### src/rtl/pkt_src_framer.sv
// Packet source framer: buffers payload bytes, then on send emits header, payload
// and XOR parity as a valid/ready byte stream that tolerates downstream backpressure.
module pkt_src_framer #(
  parameter int DATA_W      = 8,
  parameter int MAX_PAYLOAD = 32
) (
  input  logic              clk,
  input  logic              reset,
  input  logic              wr_en,
  input  logic [DATA_W-1:0] wr_data,
  output logic              wr_full,
  input  logic              send,
  input  logic [1:0]        send_dest,
  output logic              busy,
  output logic              out_valid,
  output logic [DATA_W-1:0] out_data,
  output logic              out_sop,
  output logic              out_eop,
  input  logic              out_ready,
  output logic              send_err
);

  localparam int         AW      = (MAX_PAYLOAD > 1) ? $clog2(MAX_PAYLOAD) : 1;
  localparam logic [5:0] MAX_CNT = 6'(MAX_PAYLOAD);

  typedef enum logic [1:0] {IDLE, HDR, PAY, PAR} state_t;

  state_t            state;
  logic [5:0]        cnt;
  logic [5:0]        rd;
  logic [DATA_W-1:0] par;
  logic [DATA_W-1:0] mem [0:(1<<AW)-1];

  logic              wr_ok;
  logic              accept;
  logic [5:0]        cnt_wr;
  logic [5:0]        rd_nxt;
  logic [DATA_W-1:0] hdr;

  assign wr_ok  = (state == IDLE) && wr_en && !wr_full;
  assign accept = out_valid && out_ready;
  // A write in the same cycle as send is counted in the header length.
  assign cnt_wr = wr_ok ? cnt + 6'd1 : cnt;
  assign rd_nxt = rd + 6'd1;
  assign hdr    = DATA_W'({send_dest, cnt_wr});

  // Payload storage carries no reset; cnt alone decides what is valid.
  always_ff @(posedge clk) begin
    if (wr_ok) mem[cnt[AW-1:0]] <= wr_data;
  end

  always_ff @(posedge clk or posedge reset) begin
    if (reset) begin
      state     <= IDLE;
      cnt       <= '0;
      rd        <= '0;
      par       <= '0;
      wr_full   <= 1'b0;
      busy      <= 1'b0;
      out_valid <= 1'b0;
      out_data  <= '0;
      out_sop   <= 1'b0;
      out_eop   <= 1'b0;
      send_err  <= 1'b0;
    end else begin
      send_err <= send && (state != IDLE);
      case (state)
        IDLE: begin
          cnt     <= cnt_wr;
          wr_full <= (cnt_wr == MAX_CNT);
          if (send) begin
            if (cnt_wr != 6'd0) begin
              state     <= HDR;
              rd        <= '0;
              busy      <= 1'b1;
              wr_full   <= 1'b1;
              out_valid <= 1'b1;
              out_sop   <= 1'b1;
              out_data  <= hdr;
            end else begin
              send_err <= 1'b1;
            end
          end
        end
        HDR: begin
          if (accept) begin
            state    <= PAY;
            par      <= out_data;
            out_sop  <= 1'b0;
            out_data <= mem[AW'(0)];
          end
        end
        PAY: begin
          if (accept) begin
            par <= par ^ out_data;
            rd  <= rd_nxt;
            // Parity byte folds in the last payload byte as it leaves.
            if (rd == cnt - 6'd1) begin
              state    <= PAR;
              out_eop  <= 1'b1;
              out_data <= par ^ out_data;
            end else begin
              out_data <= mem[rd_nxt[AW-1:0]];
            end
          end
        end
        PAR: begin
          if (accept) begin
            state     <= IDLE;
            cnt       <= '0;
            busy      <= 1'b0;
            wr_full   <= 1'b0;
            out_valid <= 1'b0;
            out_eop   <= 1'b0;
            out_data  <= '0;
          end
        end
        default: state <= IDLE;
      endcase
    end
  end

endmodule
### config.mk
export PLATFORM = sky130hd
export DESIGN_NAME = pkt_src_framer
export DESIGN_NICKNAME = d
export VERILOG_FILES = /design/src/rtl/pkt_src_framer.sv
export SDC_FILE = /design/constraint.sdc
export NUM_CORES = 1
export LEC_CHECK = 0
export BUFFER_PORTS_ARGS = -buffer_cell sky130_fd_sc_hd__clkbuf_2
export CORE_ASPECT_RATIO = 0.7
export CORE_MARGIN = 3
export CORE_UTILIZATION = 35
export CTS_CLUSTER_DIAMETER = 100
export DETAILED_ROUTE_END_ITERATION = 6
export GPL_ROUTABILITY_DRIVEN = 0
export SYNTH_ARGS = -nofsm -noshare
export SYNTH_HDL_FRONTEND = slang
export SYNTH_SLANG_ARGS = --single-unit
### constraint.sdc
create_clock -name clk -period 7.55 [get_ports clk]
set_input_delay 1.1325 -clock clk [delete_from_list [all_inputs] [get_ports clk]]
set_output_delay 1.1325 -clock clk [all_outputs]
set_load 0.05 [all_outputs]
; Word-level counts from Yosys, hierarchy flattened
; Memory sizes are Yosys's and may differ from the RTL's.
; Index checks and enable logic that the tools add are counted.
; Widths: inputs -> output; s select.
[totals]
rom_bits = 0
ff_bits = 35
mem_bits_rw = 256
wordCells = 87
mem_count = 1
latch_bits = 0
inputBits = 15
output_inout_bits = 14
[op_classes]
n_reduce_logical = 21
bitwise = 1
mux = 40
n_eq_ne = 11
order_cmp = 0
addsub = 3
n_mul = 0
div_mod_pow = 0
n_shift = 0
[mem_list]
columns = name, depth, word_bits, rd, rd_ports_with_merged_regs, wr, line_no
row1 = mem, 32, 8, 2, 0, 1, 32  ; logic [DATA_W-1:0] mem [0:(1<<AW)-1];
[op_table]
columns = operator, count
row1 = $mux 8, 8
row2 = $pmux 8 s4, 1
row3 = $mux 6, 5
row4 = $pmux 6 s2, 2
row5 = $pmux 8 s2, 1
row6 = $reduce_and 4->1, 4
row7 = $add 6x1->6 const B, 2
row8 = $mux 1, 12
row9 = $mux 2, 6
row10 = $reduce_bool 2->1, 6
row11 = $ne 2x2->1 const B, 5
row12 = $pmux 1 s2, 4
row13 = $pmux 2 s4, 1
row14 = $xor 8x8->8, 1
row15 = $eq 6x6->1, 1
row16 = $eq 6x6->1 const B, 1
row17 = $reduce_and 6->1, 1
row18 = $reduce_bool 6->1, 1
row19 = $sub 6x1->6 const B, 1
row20 = $reduce_and 5->1, 1
row21 = $eq 2x2->1 const B, 2
row22 = $logic_and 1x1->1, 4
row23 = $reduce_and 3->1, 1
row24 = $eq 2x1->1 const B, 1
row25 = 4 further kinds, 4

; Logic depth before layout (Yosys ltp)
[logic_depth]
depth_word = 8
ltp_mapped = 10
depth_no_buf = 8

; Worst setup path after synthesis
; Ideal clock, no wire load.
[synth_path]
path_type = input to register
start = input wr_en
end = register out_data[3]
n_path_buf = 2
t_arrival_ns = 2.826
required_time_ns = 7.428
stages = 8
setup_ns = 0.122
slack_ns = 4.603
path_cell_list = and3b_1 > clkbuf_1 > a21oi_1 > o2111ai_1 > a21boi_0 > buf_2 > a211oi_1 > a32o_1
[synth_via]
elab_chain_cells = 6
elab_cells_between_ends = 9
cone_classes = 1 x eq/ne / 4 x mux / 4 x reduce/logical
[synth_lines]
columns = item, line_no
row1 = start: declaration, 9  ; input logic wr_en,
row2 = $logic_and 1x1->1 * (2 in a row), 40  ; assign wr_ok = (state == IDLE) && wr_en && !wr_full;
row3 = $mux 6 *, 43  ; assign cnt_wr = wr_ok ? cnt + 6'd1 : cnt;
row4 = $reduce_bool 6->1 or $mux 8 (tied branches), 72  ; if (cnt_wr != 6'd0) begin
row5 = $ne 2x1->1 (no source line) or $mux 8 (tied branches), -
row6 = $reduce_and 5->1 (no source line) or $pmux 8 s4 (tied branches), -
row7 = end signal: assignment, 79  ; out_data <= hdr;
row8 = end signal: assignment, 90  ; out_data <= mem[AW'(0)];
row9 = end signal: assignment, 101  ; out_data <= par ^ out_data;
row10 = end: declaration, 16  ; output logic [DATA_W-1:0] out_data,
; Mark *: on every way between the ends. The rest lies on a longest branch, timed or not. The select of a mux whose other input is x is not followed.
; A chain may end at the register's enable or synchronous reset.

; Final worst setup path
[layout_path]
start = register state[0]
end = register state[1]
[layout_via]
elab_chain_cells = 7
elab_cells_between_ends = 16
cone_classes = 9 x eq/ne / 2 x mux / 5 x reduce/logical
[layout_lines]
columns = item, line_no
row1 = start: declaration, 28  ; state_t state;
row2 = start signal: assignment, 54  ; state <= IDLE;
row3 = start signal: assignment, 73  ; state <= HDR;
row4 = start signal: assignment, 87  ; state <= PAY;
row5 = $logic_not 2->1, "40, 67"
row6 = $logic_and 1x1->1 (2 in a row), 40
row7 = $mux 6, 43
row8 = $reduce_bool 6->1, 72
row9 = $ne 2x1->1 (no source line), -
row10 = $reduce_and 6->1 (no source line), -
; Parallel ways exist; a longest one is shown, timed or not.

==> flow_metrics.env <==
export IMPL_ctsHoldBuffers=0
export IMPL_worstHoldStart="out_data[4]"
export IMPL_finClkSkew_ps=14.5
export IMPL_cts_sinks=291
export IMPL_hp_class="reg2reg"
export IMPL_drt_iter0_drc=928
export IMPL_area_growth_pct=12.1
export IMPL_clk_path_buf_depth=3
export IMPL_num_vias=7343
export IMPL_portBuffers=28
export IMPL_crit_type="reg2reg"
export IMPL_cap_viol_max_count=0
export IMPL_wl_um=30000
export IMPL_yosysSeqAreaShare_pct=67.8
export IMPL_syn_inst=795
export IMPL_cts_tree="yes"
export IMPL_root_buffer="clkbuf_16"
export IMPL_drive_above_1_share_pct=18.1
export IMPL_r2r_start="state[0]"
export IMPL_powerDensity_nw_per_um2=356
export IMPL_report_final_slew_viol_count=0
export IMPL_synth_edf_count=256
export IMPL_hold_violations=0
export IMPL_fmax_ghz=0.281
export IMPL_reg2reg_depth=9
export IMPL_r2r_end="state[1]"
export IMPL_cts_clk_slew_worst_paths_ps=70
export IMPL_dr_pass1_iters=5
export IMPL_gr_total_overflow=0
export IMPL_hpwl_um=19700
export IMPL_synthMostInstantiatedCell="edfxtp_1"
export IMPL_synth_async_reset_ratio_pct=12.0
export IMPL_cts_resized=0
export IMPL_die_h_um=165
export IMPL_first_global_vias=6954
export IMPL_grt_max_degree=47
export IMPL_tightest_slew_ps=949
export IMPL_vias_per_cell=5.62
export IMPL_htreeDepth=1
export IMPL_ys_ff_latch=291
export IMPL_required_ps=7980
export IMPL_nFillCells=3177
export IMPL_crit_path_end_kind="flop"
export IMPL_period_share_pct=47.2
export IMPL_numCtsBuffers=27
export IMPL_netlist_top_cells_count="256 x edfxtp_1, 64 x mux4_2, 62 x nand2_1"
export IMPL_fin_cells=1307
export IMPL_synth_area_leaders="edfxtp_1 61%, mux4_2 11%, dfrtp_1 6.9%, nand2_1 1.8%, nor2_1 1.5%"
export IMPL_min_period_ps=3560
export IMPL_synth_top_area_share_pct=60.9
export IMPL_antenna_found_initial=0
export IMPL_synth_cell_types=60
export IMPL_max_slew_margin_pct=36.5
export IMPL_grt_util_all_layers_pct=16.0
export IMPL_fin_nets=842
export IMPL_r2r_slack_ps=3990
export IMPL_cellLeakagePower_nw=4.54
export IMPL_setup_viol=0
export IMPL_post_drt_wl_per_cell_um=23.0
export IMPL_whs_path_depth=1
export IMPL_synth_main_ff_cell="edfxtp_1"
export IMPL_cts_setup_buffers=0
export IMPL_rsz0062_at_grt="false"
export IMPL_dieArea_um2=38400
export IMPL_fp_dieW_um=233
export IMPL_diodes=0
export IMPL_yosysTopAreaCell="edfxtp_1"
export IMPL_drcViolationCount=0
export IMPL_cp_start_kind="flop"
export IMPL_status="finished, final reports clean"
export IMPL_initial_utilization_pct=36.0
export IMPL_grt_pass1_wl_um=46000
export IMPL_synthesis_area_um2=12600
export IMPL_path_max_fanout=15
export IMPL_core_um2=35100
export IMPL_ys_warn_count=0
export IMPL_vdd_drop_max_mv=0.217
export IMPL_clk_latency_ps=540
export IMPL_dp_cells=1260
export IMPL_io_pins=29
export IMPL_syn_nets=820
export IMPL_worstHoldEndpoint="par[4]"
export IMPL_critPathArrivalTime_ps=3990
export IMPL_power_total_mw=5.04
export IMPL_rows=57
export IMPL_finalSetupTns_ps=0
export IMPL_syn_area_per_cell_um2=15.9
export IMPL_ant_nets=0
## sequential cells by signal (all words and copies together) (netlist names)
name       flops
mem          256
out_data       8
par            8
cnt            6
rd             6
state          2
out_eop        1
out_sop        1
out_valid      1
send_err       1
wr_full        1
## kinds of logic (layout without fill, tap and decap cells)
| logic type | after synthesis | after routing | share of synthesized area (%) |
|---|---|---|---|
| muxes | 84 | 84 | 13.0 |
| adders and majority gates | 10 | 10 | 0.991 |
| xor gates and xnor gates | 12 | 12 | 0.833 |
| DFF | 291 | 291 | 67.8 |
| buffers and inverters | 65 | 105 | 2.10 |
| and+or+nand+nor | 194 | 194 | 7.32 |
| AOI/OAI and AO/OA | 139 | 139 | 7.87 |
## layout make-up
| class | instances | area [um^2] | share of cell area (%) |
|---|---|---|---|
| sequential | 291 | 8570 | 60.6 |
| multi-input combinational | 439 | 3820 | 27.0 |
| clock buffer | 31 | 691 | 4.88 |
| inverter | 20 | 75.1 | 0.531 |
| timing repair buffer | 38 | 215 | 1.52 |
| tap | 472 | 591 | 4.18 |
| clock inverter | 16 | 181 | 1.28 |
## report_power, final
group | leakage, nW | switching (mW) | internal (mW)
Sequential | 2.75 | 0.141 | 1.83
Clock | 0.420 | 0.586 | 0.790
Combinational | 1.37 | 1.01 | 0.675
Total | 4.54 | 1.74 | 3.30
## worst max-delay path by stage
stage | startpoint | to | slack, ps | cells after the start
5_1_grt | rd[0] | out_data[7] | 3760 | 8
3_5_place_dp | wr_en | state[1] | 3760 | 8
6_report | state[0] | state[1] | 3990 | 9
3_3_place_gp | wr_en | state[1] | 3870 | 8
4_1_cts | state[0] | state[1] | 4000 | 9
2_1_floorplan | wr_en | out_data[3] | 4600 | 8
## critical path, stage by stage (launching register included)
cell	delay (ps)
dfrtp_1	420
inv_1	120
ha_1	420
nand4b_1	700
a211oi_1	590
o2111ai_1	260
a21boi_0	230
buf_4	240
nor3_1	100
mux2_1	360
## layout by cell type (no fill, tap or decap), types with 8 or more instances in the layout
| cell type | netlist | routed |
|---|---|---|
| a211oi_1 | 8 | 8 |
| a21oi_1 | 22 | 22 |
| a311oi_1 | 10 | 10 |
| buf_4 | 1 | 10 |
| clkbuf_16 | 0 | 27 |
| clkbuf_2 | 0 | 28 |
| dfrtp_1 | 35 | 34 |
| edfxtp_1 | 256 | 256 |
| ha_1 | 10 | 9 |
| inv_1 | 20 | 20 |
| mux2i_1 | 17 | 17 |
| mux4_2 | 64 | 64 |
| nand2_1 | 62 | 62 |
| nand2b_1 | 9 | 9 |
| nand3_1 | 14 | 14 |
| nor2_1 | 52 | 52 |
| nor3_1 | 12 | 12 |
| o21ai_0 | 36 | 36 |
## through the flow
stage	hold slack (ps)	worst slack, ps	instance area, um^2	util, %
floorplan	504	4600	12600	-
global placement	519	3870	13300	37.8
detailed placement	538	3760	13300	37.8
CTS	551	4000	14100	40.3
global route	589	3760	14100	40.3
finish	550	3990	14100	40.3
## metal layers
metal | global-route usage [%] | part of all wire [%]
met5 | 0 | 0
met4 | 2.46 | 1.6
met3 | 3.29 | 8.2
met2 | 21.6 | 41
met1 | 26.6 | 49
Note: power is estimated with default switching activity, not from simulation.
